### src/rtl/vec3_requant_pkg.sv
// Shared widths, saturation limits, element types and the requantization
// helper for the vec3_requant block.
package vec3_requant_pkg;

  localparam int K_DEFAULT = 3;
  localparam int IN_W      = 28;
  localparam int OUT_W     = 14;
  localparam int SAT_MAX   = 8191;
  localparam int SAT_MIN   = -8192;

  typedef logic signed [IN_W-1:0]  in_elem_t;
  typedef logic signed [OUT_W-1:0] out_elem_t;

  // One buffer entry: requantized value plus end-of-vector marker.
  typedef struct packed {
    logic      last;
    out_elem_t data;
  } buf_entry_t;

  localparam int ENTRY_W = $bits(buf_entry_t);

  // Result of requantizing one element; sat is set only when the clamp bites.
  typedef struct packed {
    logic      sat;
    out_elem_t data;
  } requant_t;

  // Floor shift, optional ReLU, then clamp into the signed output range.
  // ReLU runs before the clamp so zeroing never counts as saturation.
  function automatic requant_t requant(in_elem_t din, int unsigned shift, logic relu);
    in_elem_t t;
    requant_t r;
    t = din >>> shift;
    if (relu && t[IN_W-1]) begin
      t = '0;
    end
    r.sat  = 1'b0;
    r.data = '0;
    if (t > in_elem_t'(SAT_MAX)) begin
      r.data = out_elem_t'(SAT_MAX);
      r.sat  = 1'b1;
    end else if (t < in_elem_t'(SAT_MIN)) begin
      r.data = out_elem_t'(SAT_MIN);
      r.sat  = 1'b1;
    end else begin
      r.data = out_elem_t'(t);
    end
    return r;
  endfunction

endpackage

### src/rtl/vec3_requant_stream.sv
// Buffer sub-module used by vec3_requant.
// Generic valid/ready FIFO with occupancy counter and power-of-two depth.
// Storage is cleared on reset and the read port reads zero while empty.
module stream_fifo #(
  parameter int unsigned WIDTH = 8,
  parameter int unsigned DEPTH = 4
) (
  input  logic             clk,
  input  logic             reset,
  input  logic             in_valid,
  output logic             in_ready,
  input  logic [WIDTH-1:0] in_data,
  output logic             out_valid,
  input  logic             out_ready,
  output logic [WIDTH-1:0] out_data
);

  localparam int unsigned PTR_W = (DEPTH > 1) ? $clog2(DEPTH) : 1;
  localparam int unsigned CNT_W = $clog2(DEPTH + 1);

  logic [WIDTH-1:0] r_mem [DEPTH];
  logic [PTR_W-1:0] r_wr_ptr;
  logic [PTR_W-1:0] r_rd_ptr;
  logic [CNT_W-1:0] r_count;
  logic             w_push;
  logic             w_pop;

  // Ready and valid derive from occupancy only, never from the other side.
  always_comb begin
    in_ready  = (r_count < CNT_W'(DEPTH));
    out_valid = (r_count != '0);
    w_push    = in_valid & in_ready;
    w_pop     = out_valid & out_ready;
    out_data  = out_valid ? r_mem[r_rd_ptr] : '0;
  end

  // Storage write on push; pointers wrap naturally since DEPTH is a power of two.
  always_ff @(posedge clk or posedge reset) begin
    if (reset) begin
      for (int i = 0; i < int'(DEPTH); i++) begin
        r_mem[i] <= '0;
      end
      r_wr_ptr <= '0;
    end else if (w_push) begin
      r_mem[r_wr_ptr] <= in_data;
      r_wr_ptr        <= r_wr_ptr + PTR_W'(1);
    end
  end

  // Read pointer advances on each pop.
  always_ff @(posedge clk or posedge reset) begin
    if (reset) begin
      r_rd_ptr <= '0;
    end else if (w_pop) begin
      r_rd_ptr <= r_rd_ptr + PTR_W'(1);
    end
  end

  // Occupancy: a simultaneous push and pop leaves it unchanged.
  always_ff @(posedge clk or posedge reset) begin
    if (reset) begin
      r_count <= '0;
    end else begin
      unique case ({w_push, w_pop})
        2'b10:   r_count <= r_count + CNT_W'(1);
        2'b01:   r_count <= r_count - CNT_W'(1);
        default: r_count <= r_count;
      endcase
    end
  end

  a_count_range: assert property (@(posedge clk) disable iff (reset)
    r_count <= CNT_W'(DEPTH));

endmodule

### src/rtl/vec3_requant.sv
// Requantizes signed matvec result elements (shift, ReLU, clamp) into a
// narrower signed stream, tags the last element of each K-vector, buffers
// results in a small FIFO and counts saturated elements.
module vec3_requant
  import vec3_requant_pkg::*;
#(
  parameter int unsigned K       = K_DEFAULT,
  parameter int unsigned SHIFT   = 7,
  parameter int unsigned RELU_EN = 1,
  parameter int unsigned DEPTH   = 4
) (
  input  logic             clk,
  input  logic             reset,
  input  logic             input_valid,
  output logic             input_ready,
  input  logic [IN_W-1:0]  input_data,
  output logic             output_valid,
  input  logic             output_ready,
  output logic [OUT_W-1:0] output_data,
  output logic             output_last,
  input  logic             sat_clear,
  output logic [15:0]      sat_count
);

  localparam int unsigned IDX_W = (K > 1) ? $clog2(K) : 1;

  logic [IDX_W-1:0] r_idx;
  logic [15:0]      r_sat_count;
  requant_t         w_req;
  buf_entry_t       w_in_entry;
  buf_entry_t       w_out_entry;
  logic             w_last;
  logic             w_push;
  logic             w_in_ready;
  logic             w_out_valid;

  // Transform the presented element; it only matters on an accepting edge.
  always_comb begin
    w_req           = requant(in_elem_t'(input_data), SHIFT, (RELU_EN != 0));
    w_last          = (r_idx == IDX_W'(K - 1));
    w_push          = input_valid & w_in_ready;
    w_in_entry.data = w_req.data;
    w_in_entry.last = w_last;
  end

  // Element index within the current vector, wrapping after K-1.
  always_ff @(posedge clk or posedge reset) begin
    if (reset) begin
      r_idx <= '0;
    end else if (w_push) begin
      r_idx <= w_last ? '0 : r_idx + IDX_W'(1);
    end
  end

  // Saturation counter: clear wins over increment, holds at all-ones.
  always_ff @(posedge clk or posedge reset) begin
    if (reset) begin
      r_sat_count <= '0;
    end else if (sat_clear) begin
      r_sat_count <= '0;
    end else if (w_push && w_req.sat && (r_sat_count != 16'hFFFF)) begin
      r_sat_count <= r_sat_count + 16'd1;
    end
  end

  stream_fifo #(
    .WIDTH(ENTRY_W),
    .DEPTH(DEPTH)
  ) u_buf (
    .clk      (clk),
    .reset    (reset),
    .in_valid (input_valid),
    .in_ready (w_in_ready),
    .in_data  (w_in_entry),
    .out_valid(w_out_valid),
    .out_ready(output_ready),
    .out_data (w_out_entry)
  );

  // The FIFO already reads zero when empty, so outputs need no extra gating.
  always_comb begin
    input_ready  = w_in_ready;
    output_valid = w_out_valid;
    output_data  = w_out_entry.data;
    output_last  = w_out_entry.last;
    sat_count    = r_sat_count;
  end

endmodule

### config.mk
export PLATFORM = sky130hd
export DESIGN_NAME = vec3_requant
export DESIGN_NICKNAME = d
export VERILOG_FILES = /design/src/rtl/vec3_requant_pkg.sv /design/src/rtl/vec3_requant_stream.sv /design/src/rtl/vec3_requant.sv
export SDC_FILE = /design/constraint.sdc
export NUM_CORES = 1
export LEC_CHECK = 0
export BUFFER_PORTS_ARGS = -buffer_cell sky130_fd_sc_hd__buf_2
export CORE_MARGIN = 2
export CORE_UTILIZATION = 56
export CTS_CLUSTER_SIZE = 8
export DETAILED_ROUTE_END_ITERATION = 10
export PLACE_DENSITY = 0.79
export SLEW_MARGIN = 25
export SYNTH_ARGS = -nofsm -noshare
export SYNTH_HDL_FRONTEND = slang
export SYNTH_SLANG_ARGS = --single-unit
### constraint.sdc
create_clock -name clk -period 3.1 [get_ports clk]
set_clock_uncertainty 0.1 [all_clocks]
set_input_delay 0.155 -clock clk [delete_from_list [all_inputs] [get_ports clk]]
set_output_delay 0.155 -clock clk [all_outputs]
set_load 0.03 [all_outputs]
==> results.sh, run 1 <==
export IMPL_hold_path_end="u_buf.r_mem[55]"
export IMPL_wl_met1_mm=3.72
export IMPL_port_buffers=58
export IMPL_synth_compound_area_share_pct=14.2
export IMPL_overflow=0
export IMPL_antenna_left=0
export IMPL_ys_async_sr_fraction_pct=100
export IMPL_max_cap_violations=0
export IMPL_dr_wl_met3_um=450
export IMPL_synthAdderAreaFrac_pct=2.35
export IMPL_crit_family="simple AND/OR/NAND/NOR gates"
export IMPL_synth_top_cell_area_share_pct=52.6
export IMPL_timing_final_crit_share_pct=75.7
export IMPL_ioPinCount=66
export IMPL_path_class="reg -> reg"
export IMPL_muxShareOfSynthArea_pct=9.47
export IMPL_slew_headroom_pct=39.8
export IMPL_worstPathArrival_ps=2530
export IMPL_cts_resized=0
export IMPL_core_um2=6910
export IMPL_wire_per_inst_um=15.4
export IMPL_start_util_pct=58.5
export IMPL_tightest_slew_ps=901
export IMPL_synth_area_leaders="dfrtp_1 53%, mux4_2 8.4%, o21ai_0 7.2%"
export IMPL_dp_cells=518
export IMPL_synthXorXnorAreaFrac_pct=1.95
export IMPL_cts_root_buffer="clkbuf_8"
export IMPL_slew_violations=0
export IMPL_critical_path_max_stage_delay_ps=520
export IMPL_leakagePower_nw=2.15
export IMPL_topRoutingLayerUsed="met4"
export IMPL_die_area_um2=7910
export IMPL_grt_pass1_vias=2935
export IMPL_synth_edf_count=0
export IMPL_yosys_warnings=0
export IMPL_die_w_um=89.0
export IMPL_via_per_inst=5.47
export IMPL_cp_required_ps=3280
export IMPL_ir_drop_mv=0.382
export IMPL_syn_num_nets=422
export IMPL_r2r_end="sat_count[12]"
export IMPL_crit_fanout=16
export IMPL_synth_top_family_by_area="simple AND/OR/NAND/NOR gates"
export IMPL_yosys_top_cells_count="85 x dfrtp_1, 71 x nand2_1, 58 x o21ai_0"
export IMPL_synthSimpleGateAreaFrac_pct=15.8
export IMPL_die_h_um=89.0
export IMPL_grt_usage_pct=23.7
export IMPL_cts_made_buffers=9
export IMPL_clk_pin_slew_ps=90
export IMPL_synth_avg_cell_area_um2=10.6
export IMPL_cp_num_buf_inv=1
export IMPL_slowest_stage="or4_1"
export IMPL_via_count=2925
export IMPL_p_per_area_nw_per_um2=930
export IMPL_ys_types=42
export IMPL_ys_seq_area_share_pct=52.6
export IMPL_rr_startpoint="u_buf.r_count[2]"
export IMPL_synth_top_area_cell="dfrtp_1"
export IMPL_rows=30
export IMPL_grt_first_pass_wirelength_mm=14.0
export IMPL_ff2ff_path_depth=6
export IMPL_drcViolationCount=0
export IMPL_drt_iter0_drc=152
export IMPL_clk_latency_ps=360
export IMPL_dpl_hpwl_mm=5.51
export IMPL_synth_area_um2=4040
export IMPL_max_freq_mhz=426
export IMPL_tritoncts="built"
export IMPL_area_delta_synth_final_pct=14.5
export IMPL_final_cell_count_no_fill=535
export IMPL_hold_path_class="in -> reg"
export IMPL_finalSetupViolations=0
export IMPL_cts_max_level=3
export IMPL_yosysMostFrequentCell="dfrtp_1"
export IMPL_nets=474
export IMPL_hold_start="input_data[17]"
export IMPL_diodes=0
export IMPL_totalWireLength_mm=8.26
export IMPL_antenna_found_initial=0
export IMPL_crit_path_cell_trace="nor2b_2 > inv_6 > a211oi_4 > o21ai_2 > or4_1 > a21oi_1"
export IMPL_critPathLaunchType="flop"
export IMPL_regToRegSetupSlack_ps=750
export IMPL_grt_max_degree=67
export IMPL_cts_sinks=85
export IMPL_fin_tns_setup_ps=0
export IMPL_period_needed_ps=2350
export IMPL_dr_pass1_iters=4
export IMPL_outcome="completed"
export IMPL_dr_wl_met2_mm=3.98
export IMPL_drive_above_1_share_pct=24.6
export IMPL_end_kind="flop"
export IMPL_synth_top_flop_cell="dfrtp_1"
export IMPL_clockBufferDepth=2
export IMPL_place_congestion=0.812
export IMPL_syn_inst=382
export IMPL_worst_hold_path_num_cells=3
export IMPL_synth_seq_cells=85
export IMPL_rsz0062_at_grt="false"
export IMPL_final_hold_viol_count=0
-- layout by cell type, fill, tap and decap left out, types with 2 or more instances in the layout --
cell / count
xnor2_1: 4
or4_1: 6
nand2b_1: 2
clkinv_4: 3
inv_1: 7
nor2_1: 12
nand4_1: 2
a21oi_1: 8
clkbuf_8: 9
buf_2: 58
o21bai_1: 13
o21ai_0: 58
buf_4: 6
dfrtp_1: 85
ha_1: 6
nand2_1: 71
nor3_1: 2
mux2i_1: 3
nand3_1: 7
xor2_1: 5
and2_1: 20
or3_1: 4
bufinv_16: 2
inv_6: 2
o21ai_1: 5
o31ai_1: 5
mux4_2: 15
-- stage by stage --
stage | power [mW] | instance area [um^2] | setup slack [ps] | hold WS [ps] | util [%]
floorplan | 3.04 | 4040 | 652 | 295 | -
CTS | 4.35 | 4630 | 742 | 51.1 | 67.0
global placement | 3.39 | 4390 | 798 | 352 | 63.6
detailed placement | 3.48 | 4400 | 772 | 164 | 63.6
global route | 4.63 | 4630 | 577 | 73.8 | 67.0
finish | 4.31 | 4630 | 755 | 61.0 | 67.0
-- power by group --
group	leakage (nW)	total [mW]	internal [mW]	switching, mW
Sequential	1.10	1.70	1.49	0.208
Combinational	0.945	1.74	0.716	1.02
Clock	0.110	0.872	0.458	0.414
Total	2.15	4.31	2.66	1.64
-- registers in the layout, indices dropped and copies added, names as in the netlist --
register,flops
u_buf.r_mem,60
sat_count,16
u_buf.r_count,3
r_idx,2
u_buf.r_rd_ptr,2
u_buf.r_wr_ptr,2
-- layer usage --
metal | track usage [%] | vias to the layer above
met2 | 38.8 | 83
met5 | 0 | -
met1 | 31.6 | 1402
li1 | - | 1431
met4 | 8.28 | 0
met3 | 5.54 | 9
-- worst max-delay path by stage --
stage                     to  depth (start not counted)             start  slack, ps
6_report       sat_count[12]                          6  u_buf.r_count[2]        750
5_1_grt        sat_count[12]                          6  u_buf.r_count[2]        580
4_1_cts        sat_count[12]                          6  u_buf.r_count[2]        740
3_5_place_dp   sat_count[12]                          6  u_buf.r_count[2]        770
3_3_place_gp   sat_count[12]                          6  u_buf.r_count[2]        800
2_1_floorplan       r_idx[0]                          1             reset        650
-- logic make-up after synthesis --
group | after synthesis
buffers and inverters | 33
adders and majority gates | 7
muxes | 19
AOI/OAI and AO/OA | 96
xor gates and xnor gates | 9
DFF | 85
and+or+nand+nor | 133
-- cell type report --
class | count | area, um^2
fillers | 581 | 2280
flip-flops and latches | 85 | 2130
multi-input cells | 264 | 1770
repair buffers | 65 | 345
inverters | 9 | 43.8
clock buffers | 9 | 124
well taps | 96 | 120
clock inverters | 7 | 98.8
-- what timing repair did --
action,CTS,global route
hold buffers,1,0
setup endpoints to repair,0,0
hold endpoints to repair,64,0
buffers inserted,0,0
-- worst register-to-register path: stages (launching register included) --
cell and delay, ps:
dfrtp_1 390, nor2b_2 390, inv_6 70, a211oi_4 380, o21ai_2 270, or4_1 520, a21oi_1 160
Note: power is estimated with default switching activity, not from simulation.
==> run 2, diff against run 1 <==
- clock period: 3.1 -> 2.25 ns (I/O delays scaled with it)
==> run 2 against run 1 <==
Net effect:
- die area unchanged
- first-iteration DRC count is 14% higher
- worst setup slack worse by 600 ps
- hold slack worse by 35 ps
- register-to-register slack got worse by 600 ps
- non-clock buffer count rose by 7
- utilization up 0.96 points
- flip-flop and latch count unchanged
- clock-buffer cell count increased by 2
- global-route usage decreased by 1.1 points
- clock power grew 27%
==> results.sh, run 2 (same netlist as run 1, synthesis figures left out) <==
export IMPL_nets=481
export IMPL_slew_headroom_pct=60.2
export IMPL_wire_per_inst_um=15.0
export IMPL_dpl_hpwl_mm=5.42
export IMPL_grt_usage_pct=22.7
export IMPL_largest_register_ffs=60
export IMPL_ioPinCount=66
export IMPL_period_needed_ps=2100
export IMPL_end_kind="flop"
export IMPL_grt_first_pass_wirelength_mm=13.7
export IMPL_diodes=0
export IMPL_fin_tns_setup_ps=0
export IMPL_place_congestion=0.812
export IMPL_cp_required_ps=2390
export IMPL_tightest_slew_ps=596
export IMPL_clockBufferDepth=2
export IMPL_grt_pass1_vias=2866
export IMPL_via_count=2982
export IMPL_critPathLaunchType="flop"
export IMPL_final_common_cell="dfrtp_1"
export IMPL_p_per_area_nw_per_um2=1260
export IMPL_dpl_cell_area_um2=4470
export IMPL_overflow=0
export IMPL_leakagePower_nw=2.18
export IMPL_core_um2=6910
export IMPL_cts_sinks=85
export IMPL_slew_violations=0
export IMPL_totalWireLength_mm=8.11
export IMPL_clk_pin_slew_ps=90
export IMPL_hold_ws_ps=26.4
export IMPL_max_cap_violations=0
export IMPL_layout_common_cells="83 x dfrtp_1, 71 x nand2_1, 58 x o21ai_0, 58 x buf_2, 20 x and2_1"
export IMPL_crit_fanout=7
export IMPL_design_area_um2=4690
export IMPL_port_buffers=58
export IMPL_dr_pass1_iters=4
export IMPL_tritoncts="built"
export IMPL_drcViolationCount=0
export IMPL_cts_root_buffer="clkbuf_8"
export IMPL_clk_latency_ps=350
export IMPL_area_delta_synth_final_pct=16.1
export IMPL_regToRegSetupSlack_ps=150
export IMPL_worstPathArrival_ps=2240
export IMPL_antenna_found_initial=0
export IMPL_drt_iter0_drc=174
export IMPL_drive_above_1_share_pct=26.2
export IMPL_hold_path_class="in -> reg"
export IMPL_die_h_um=89.0
export IMPL_grt_max_degree=86
export IMPL_via_per_inst=5.50
export IMPL_finalSetupViolations=0
export IMPL_ir_drop_mv=0.516
export IMPL_cts_made_buffers=9
export IMPL_antenna_left=0
export IMPL_timing_final_crit_share_pct=93.3
export IMPL_path_class="reg -> reg"
export IMPL_cts_setup_buffers=0
export IMPL_rows=30
export IMPL_rsz0062_at_grt="false"
export IMPL_die_area_um2=7910
export IMPL_start_util_pct=58.5
export IMPL_final_hold_viol_count=0
export IMPL_top_register="u_buf.r_mem"
export IMPL_die_w_um=89.0
export IMPL_max_freq_mhz=476
export IMPL_outcome="completed"
export IMPL_cts_max_level=3
-- run 2: cell count changes in the layout (fill, tap and decap cells not counted), moves of 2 or more --
cell and change:
clkinv_4 -2, buf_4 +5, clkinvlp_4 +2, dfrtp_1 -2
buf_12 +2, dfrtp_2 +2, clkbuf_8 +2
-- run 2: per-stage QoR --
step | instances | setup WS [ps] | power [mW] | util [%]
2_1_floorplan | 382 | 37.5 | 4.19 | -
3_3_place_gp | 525 | 176 | 4.74 | 64.7
3_5_place_dp | 525 | 116 | 4.87 | 64.7
4_1_cts | 542 | 45.2 | 5.99 | 67.9
5_1_grt | 542 | 22.5 | 6.37 | 68.0
6_report | 542 | 150 | 5.92 | 68.0
-- run 2: cell type report --
cell class              instances  area, um^2
flip-flops and latches         85        2130
repair buffers                 72         423
clock buffers                  11         151
fillers                       556        2210
multi-input cells             264        1770
clock inverters                 5        58.8
inverters                       9        42.5
well taps                      96         120
-- run 2: worst paths after layout --
check / cells after the start / to / from
min in group asynchronous: 4 / u_buf.r_mem[57] / reset
setup / recovery: 6 / sat_count[13] / sat_count[1]
hold / removal: 3 / u_buf.r_mem[37] / input_data[14]
hold reg to reg: 2 / u_buf.r_mem[45] / u_buf.r_mem[45]
max in group asynchronous: 4 / u_buf.r_rd_ptr[1] / reset
setup reg to reg: 6 / sat_count[13] / sat_count[1]
-- run 2: critical path, stage by stage (launching register included) --
cell,delay (ps)
dfrtp_1,410
ha_1,200
nand3_1,110
or4_4,540
o211ai_4,260
nor3_2,80
mux2_4,290
-- run 2: power breakdown --
group / total, mW / switching [mW] / internal [mW]
sequential: 2.39 / 0.334 / 2.06
combinational: 2.42 / 1.36 / 1.06
clock: 1.11 / 0.540 / 0.574
total: 5.92 / 2.24 / 3.69
-- run 2: timing repair --
action                                  4_1_cts  5_1_grt
hold buffers                                  1        0
endpoints found under the setup margin        0        9
gates resized for setup                       0        2
hold endpoints to repair                     85        0
-- run 2: layer usage --
metal | global-route usage, % | wire [um] | vias to the layer above
li1 | - | - | 1436
met1 | 31.7 | 3740 | 1459
met2 | 36.3 | 3880 | 76
met3 | 4.06 | 374 | 11
met4 | 7.87 | 115 | 0
met5 | 0 | 0 | -
